$ cat src/rtl/cpu_control_unit.sv
// Hardwired fetch/decode/execute control FSM driving the DataPath control lines.
// Optional single-step gating in F0 is enabled by defining CU_SINGLE_STEP_EN.
module cpu_control_unit #(
    parameter logic [5:0] ADD_OP     = 6'b000011,
    parameter int          WAIT_LIMIT = 16,
    parameter logic [3:0]  LINK_REG   = 4'd15
) (
    input  logic        Clock,
    input  logic        clear,
`ifdef CU_SINGLE_STEP_EN
    input  logic        step,
`endif
    input  logic [31:0] IR,
    input  logic        finished,
    input  logic        memFinished,
    output logic        PCout,
    output logic        IRout,
    output logic        RYout,
    output logic        RZLOout,
    output logic        RZHIout,
    output logic        MARout,
    output logic        RHIout,
    output logic        RLOout,
    output logic        Immout,
    output logic        MDRout,
    output logic        BAout,
    output logic        Rout,
    output logic        PCin,
    output logic        IRin,
    output logic        RYin,
    output logic        RZin,
    output logic        MARin,
    output logic        RHIin,
    output logic        RLOin,
    output logic        MDRin,
    output logic        RFin,
    output logic        Rin,
    output logic        IncPC,
    output logic        Gra,
    output logic        Grb,
    output logic        Grc,
    output logic [3:0]  RFSelect,
    output logic [5:0]  opSelect,
    output logic        start,
    output logic        Read,
    output logic        Write,
    output logic        halted,
    output logic        error,
    output logic [4:0]  state_dbg
);

    localparam int CW = (WAIT_LIMIT > 2) ? $clog2(WAIT_LIMIT) : 1;

    typedef enum logic [4:0] {
        S_F0 = 5'd0, S_F1, S_F2, S_DEC,
        S_A1, S_A2, S_A3,
        S_L1, S_L2, S_L3, S_L4, S_L5, S_S4, S_S5,
        S_J1, S_K1, S_K2, S_MH, S_ML,
        S_HALT, S_ERR
    } state_t;

    state_t        state_reg, state_next;
    logic [CW-1:0] wait_cnt_reg, wait_cnt_next;
    logic          in_wait, handshake;
    logic [4:0]    opcode;
    logic          is_imm;
    logic          unused_ir;

    assign opcode    = IR[31:27];
    assign unused_ir = ^IR[26:0];
    assign is_imm    = (opcode == 5'b01100) || (opcode == 5'b01101) || (opcode == 5'b01110);
    assign state_dbg = state_reg;

    always_ff @(posedge Clock or negedge clear) begin
        if (!clear) begin
            state_reg    <= S_F0;
            wait_cnt_reg <= '0;
        end else begin
            state_reg    <= state_next;
            wait_cnt_reg <= wait_cnt_next;
        end
    end

    always_comb begin
        state_next    = state_reg;
        wait_cnt_next = '0;
        in_wait       = 1'b0;
        handshake     = 1'b0;
        case (state_reg)
`ifdef CU_SINGLE_STEP_EN
            S_F0:  if (step) state_next = S_F1;
`else
            S_F0:  state_next = S_F1;
`endif
            S_F1:  begin in_wait = 1'b1; handshake = memFinished; state_next = S_F2; end
            S_F2:  state_next = S_DEC;
            S_DEC: begin
                case (opcode)
                    5'b00000, 5'b00010:                      state_next = S_L1;
                    5'b00011, 5'b00100, 5'b00101, 5'b00110,
                    5'b01100, 5'b01101, 5'b01110:            state_next = S_A1;
                    5'b10100:                                state_next = S_J1;
                    5'b10101:                                state_next = S_K1;
                    5'b11000:                                state_next = S_MH;
                    5'b11001:                                state_next = S_ML;
                    5'b11010:                                state_next = S_F0;
                    5'b11011:                                state_next = S_HALT;
                    default:                                 state_next = S_ERR;
                endcase
            end
            S_A1:  state_next = S_A2;
            S_A2:  begin in_wait = 1'b1; handshake = finished; state_next = S_A3; end
            S_A3:  state_next = S_F0;
            S_L1:  state_next = S_L2;
            S_L2:  begin in_wait = 1'b1; handshake = finished; state_next = S_L3; end
            S_L3:  state_next = (opcode == 5'b00010) ? S_S4 : S_L4;
            S_L4:  begin in_wait = 1'b1; handshake = memFinished; state_next = S_L5; end
            S_L5:  state_next = S_F0;
            S_S4:  state_next = S_S5;
            S_S5:  begin in_wait = 1'b1; handshake = memFinished; state_next = S_F0; end
            S_J1, S_K2, S_MH, S_ML: state_next = S_F0;
            S_K1:  state_next = S_K2;
            S_HALT: state_next = S_HALT;
            default: state_next = S_ERR;
        endcase
        // A handshake on the limit cycle still wins; only a low handshake can time out.
        if (in_wait && !handshake) begin
            if (wait_cnt_reg == CW'(WAIT_LIMIT - 1)) begin
                state_next = S_ERR;
            end else begin
                state_next    = state_reg;
                wait_cnt_next = wait_cnt_reg + 1'b1;
            end
        end
    end

    always_comb begin
        {PCout, IRout, RYout, RZLOout, RZHIout, MARout, RHIout, RLOout, Immout, MDRout, BAout, Rout} = '0;
        {PCin, IRin, RYin, RZin, MARin, RHIin, RLOin, MDRin, RFin, Rin, IncPC} = '0;
        {Gra, Grb, Grc, start, Read, Write, halted, error} = '0;
        RFSelect = 4'hF;
        opSelect = '0;
        // Outputs are forced quiet while reset is held, even though state is already F0.
        if (clear) begin
            case (state_reg)
`ifdef CU_SINGLE_STEP_EN
                S_F0:  if (step) begin PCout = 1'b1; MARin = 1'b1; end
`else
                S_F0:  begin PCout = 1'b1; MARin = 1'b1; end
`endif
                S_F1:  begin Read = 1'b1; MDRin = 1'b1; end
                S_F2:  begin MDRout = 1'b1; IRin = 1'b1; IncPC = 1'b1; end
                S_A1:  begin Grb = 1'b1; Rout = 1'b1; RYin = 1'b1; end
                S_A2:  begin
                    RZin  = 1'b1;
                    start = (wait_cnt_reg == '0);
                    if (is_imm) begin
                        Immout = 1'b1;
                        case (opcode)
                            5'b01100: opSelect = ADD_OP;
                            5'b01101: opSelect = 6'b000101;
                            default:  opSelect = 6'b000110;
                        endcase
                    end else begin
                        Grc      = 1'b1;
                        Rout     = 1'b1;
                        opSelect = {1'b0, opcode};
                    end
                end
                S_A3:  begin RZLOout = 1'b1; Gra = 1'b1; Rin = 1'b1; end
                S_L1:  begin Grb = 1'b1; BAout = 1'b1; RYin = 1'b1; end
                S_L2:  begin
                    Immout   = 1'b1;
                    RZin     = 1'b1;
                    start    = (wait_cnt_reg == '0);
                    opSelect = ADD_OP;
                end
                S_L3:  begin RZLOout = 1'b1; MARin = 1'b1; end
                S_L4:  begin Read = 1'b1; MDRin = 1'b1; end
                S_L5:  begin MDRout = 1'b1; Gra = 1'b1; Rin = 1'b1; end
                S_S4:  begin Gra = 1'b1; Rout = 1'b1; MDRin = 1'b1; end
                S_S5:  Write = 1'b1;
                S_J1, S_K2: begin Gra = 1'b1; Rout = 1'b1; PCin = 1'b1; end
                S_K1:  begin PCout = 1'b1; RFSelect = LINK_REG; RFin = 1'b1; end
                S_MH:  begin RHIout = 1'b1; Gra = 1'b1; Rin = 1'b1; end
                S_ML:  begin RLOout = 1'b1; Gra = 1'b1; Rin = 1'b1; end
                S_HALT: halted = 1'b1;
                S_ERR:  error = 1'b1;
                default: ;
            endcase
        end
    end

endmodule
$ cat config.mk
export PLATFORM = sky130hd
export DESIGN_NAME = cpu_control_unit
export DESIGN_NICKNAME = d
export VERILOG_FILES = /design/src/rtl/cpu_control_unit.sv
export SDC_FILE = /design/constraint.sdc
export NUM_CORES = 1
export LEC_CHECK = 0
export CAP_MARGIN = 20
export CORE_ASPECT_RATIO = 1.2
export CORE_MARGIN = 8
export CORE_UTILIZATION = 38
export DETAILED_ROUTE_END_ITERATION = 12
export HOLD_SLACK_MARGIN = 0.1
export PLACE_DENSITY = 0.81
export RECOVER_POWER = 25
export REMOVE_ABC_BUFFERS = 1
export SLEW_MARGIN = 20
export SYNTH_ARGS = -nofsm -noshare
export SYNTH_HDL_FRONTEND = slang
export SYNTH_SLANG_ARGS = --single-unit
$ cat constraint.sdc
create_clock -name Clock -period 2.6 [get_ports Clock]
set_clock_uncertainty 0.05 [all_clocks]
set_input_delay 0.65 -clock Clock [delete_from_list [all_inputs] [get_ports Clock]]
set_output_delay 0.65 -clock Clock [all_outputs]
set_load 0.01 [all_outputs]
==> out/results.txt <==
Sw frac = 0.4454
Synth Cell Area = 0.001368 mm^2
Yosys warns = 0
Core Util, Final = 0.6045
CTS tree = built
Root Buffer = clkbuf_8
Count of different cell masters after synthesis = 50
Pwr/cell area = 805.1 mW/mm^2
Main area contributors after synthesis = dfrtp_1 16%, buf_4 7.1%, nor2_1 7.1%
Row cnt = 24
Boundary Pins = 82
Kind of critical path = input pin to primary output
Seq pwr share = 0.137
Final Wtd Congestion = 0.8678
Die Ht = 81.72 um
Leak pwr = 0.001103 uW
Max Clock Freq = 401.8 MHz
Full die area = 0.005783 mm^2
Die W = 70.77 um
First-pass GRT wire length = 7.369 mm
Via density = 5.362
Switching power = 768.1 uW
Most common cell after layout, fill and taps aside = buf_4
Final Hold Fails = 0
Top FF cell, synth = dfrtp_1
Placed inst area = 0.002072 mm^2
Final wirelength = 4.619 mm
Initial antenna violation count = 0
WL per Instance = 14.53 um
Final hold slack = 426.5 ps
Worst reg-to-reg path cell count = 7
Internal power = 956.3 uW
Mapped Avg Cell Area = 6.838 um^2
Routed Antenna Nets = 0
Seq/Total Area, Yosys = 0.1647
# diodes = 0
Max-cap viol count = 0
#FFs+latches synth = 9
CP Launch Type = input pin
Clk slew on worst S/H paths = 40 ps
Combinational fraction of design power = 0.773
Fin area = 0.002142 mm^2
Worst r2r src = state_dbg[2]
CTS HTree Levels = 1
Area share of the largest cell type after synthesis = 0.1647
TritonRoute pass-1 iters = 4
TritonCTS Buffers = 3
Cells after DPL = 311
EDFF count, synth = 0
Port buffer count = 43
Worst Setup End Kind = primary output
Reg2reg end = state_dbg[2]
Core Region = 0.003543 mm^2
Worst min path class = input pin to asynchronous set/reset pin
Number of vias in the routed layout = 1705
Final min period = 2489 ps
Fillers = 326
Async set-reset flop share out of synthesis = 1.000
Top cell type by total area after synthesis = dfrtp_1
Clock power frac = 0.090
Non-filler cells, final = 318
All-layer global routing usage = 0.1505
Net count, final = 322
Status = completed
Worst Path Arrival = 1790 ps
Area Growth Syn to Fin = 56.63%
Critical Path RT = 1900 ps
Clk sinks = 9
Clock latency on the worst-skew pair = 220 ps
Critical-path maximum fanout = 4
Fraction of layout cells with a size suffix above 1 = 0.2867
Final slew viol count = 0
Mapped Cells = 200
Worst VDD drop = 0.0002684 V
Number of global-route vias before repair = 1672
Flip-flop count of the largest register after layout = 5
Drc violations = 0
DR iter-0 viols = 97
Post-detail-place hpwl = 3.557 mm
GRT Residual Overflow = 0
Max clock buf depth = 2
Starting Density = 0.3859
# setup viols final = 0
Final worst-path cycle share = 0.9573
Most frequent cells in the layout = 47 x buf_4, 24 x nor2_1, 18 x dlygate4sd2_1, 13 x nand2_1, 12 x a21oi_1
Largest net degree at the start of global routing = 19
R2R setup slack = 500 ps
==> metrics by stage <==
step                setup TNS [ps]  power [uW]  setup WS, ps
floorplan                        0       864.0         112.5
global placement            -11100        1529        -682.0
detailed placement          -11570        1549        -732.7
CTS                              0        1690         3.148
global route                -5.519        1854        -5.519
finish                           0        1724         111.1
==> area by class of cell <==
cell class                      instances  area, um^2  area share
Multi-Input combinational cell        161        1020      0.4761
Sequential cell                         9       227.7      0.1063
Timing Repair Buffer                   93       755.7      0.3528
Inverter                               12       45.04     0.02103
Tap cell                               39       48.80     0.02278
Clock buffer                            4       45.04     0.02103
==> critical path, cell delays in order <==
cell	delay [ps]
clkbuf_2	120
inv_2	60
ha_1	190
o31a_1	350
o211ai_1	190
a21boi_1	80
buf_2	140
==> repair_timing <==
action,in CTS,in global routing
hold endpoints to repair,0,0
resized for setup,66,20
hold buffers,0,0
setup endpoints to repair,30,17
pin swaps,7,4
setup buffers,1,2
==> how the worst max path moves through the flow <==
stage	slack (ps)	endpoint	depth (start not counted)	from
after floorplan	110	start	3	state_dbg[4]
after global placement	-680	opSelect[3]	7	IR[28]
after detailed placement	-730	opSelect[3]	7	IR[28]
after CTS	3	Grc	6	IR[28]
after global routing	-6	Immout	7	IR[31]
final	110	opSelect[1]	7	IR[28]
==> kinds of logic after synthesis <==
| logic type | after synthesis | synth area share |
|---|---|---|
| simple gates | 88 | 0.3440 |
| compound gates | 51 | 0.2452 |
| buf+inv | 39 | 0.1510 |
| flops | 9 | 0.1647 |
| fa+ha+maj | 7 | 0.06221 |
| other cells | 2 | 0.005492 |
| xor+xnor | 2 | 0.01281 |
| mux | 2 | 0.01464 |
==> per-layer routing <==
metal | routed length, um | track usage | vias to the layer above
li1 | - | - | 840
met1 | 1830 | 0.1635 | 804
met5 | 0 | 0 | -
met4 | 58 | 0.03333 | 0
met3 | 262 | 0.02808 | 6
met2 | 2467 | 0.2953 | 55
==> synthesized netlist by cell type (3+ instances only) <==
| library cell | number |
|---|---|
| nand2b_1 | 8 |
| dfrtp_1 | 9 |
| and2_1 | 4 |
| nand3b_1 | 3 |
| nor2_1 | 26 |
| nand2_1 | 13 |
| ha_1 | 6 |
| buf_2 | 3 |
| nand3_1 | 4 |
| buf_4 | 13 |
| a22o_1 | 3 |
| o21ai_0 | 11 |
| o211ai_1 | 3 |
| o22ai_1 | 3 |
| inv_1 | 12 |
| clkbuf_1 | 8 |
| nor3_1 | 10 |
| a21oi_1 | 12 |
| a31oi_1 | 3 |
==> power groups by stage <==
stage | clock network [uW] | logic, uW | registers [uW]
after CTS | 158 | 1300 | 236
after detailed placement | 0 | 1320 | 234
after global routing | 170 | 1440 | 244
after floorplan | 0 | 548 | 316
final | 155 | 1330 | 237
after global placement | 0 | 1290 | 234
No activity file was read; power rests on OpenSTA's default activity.
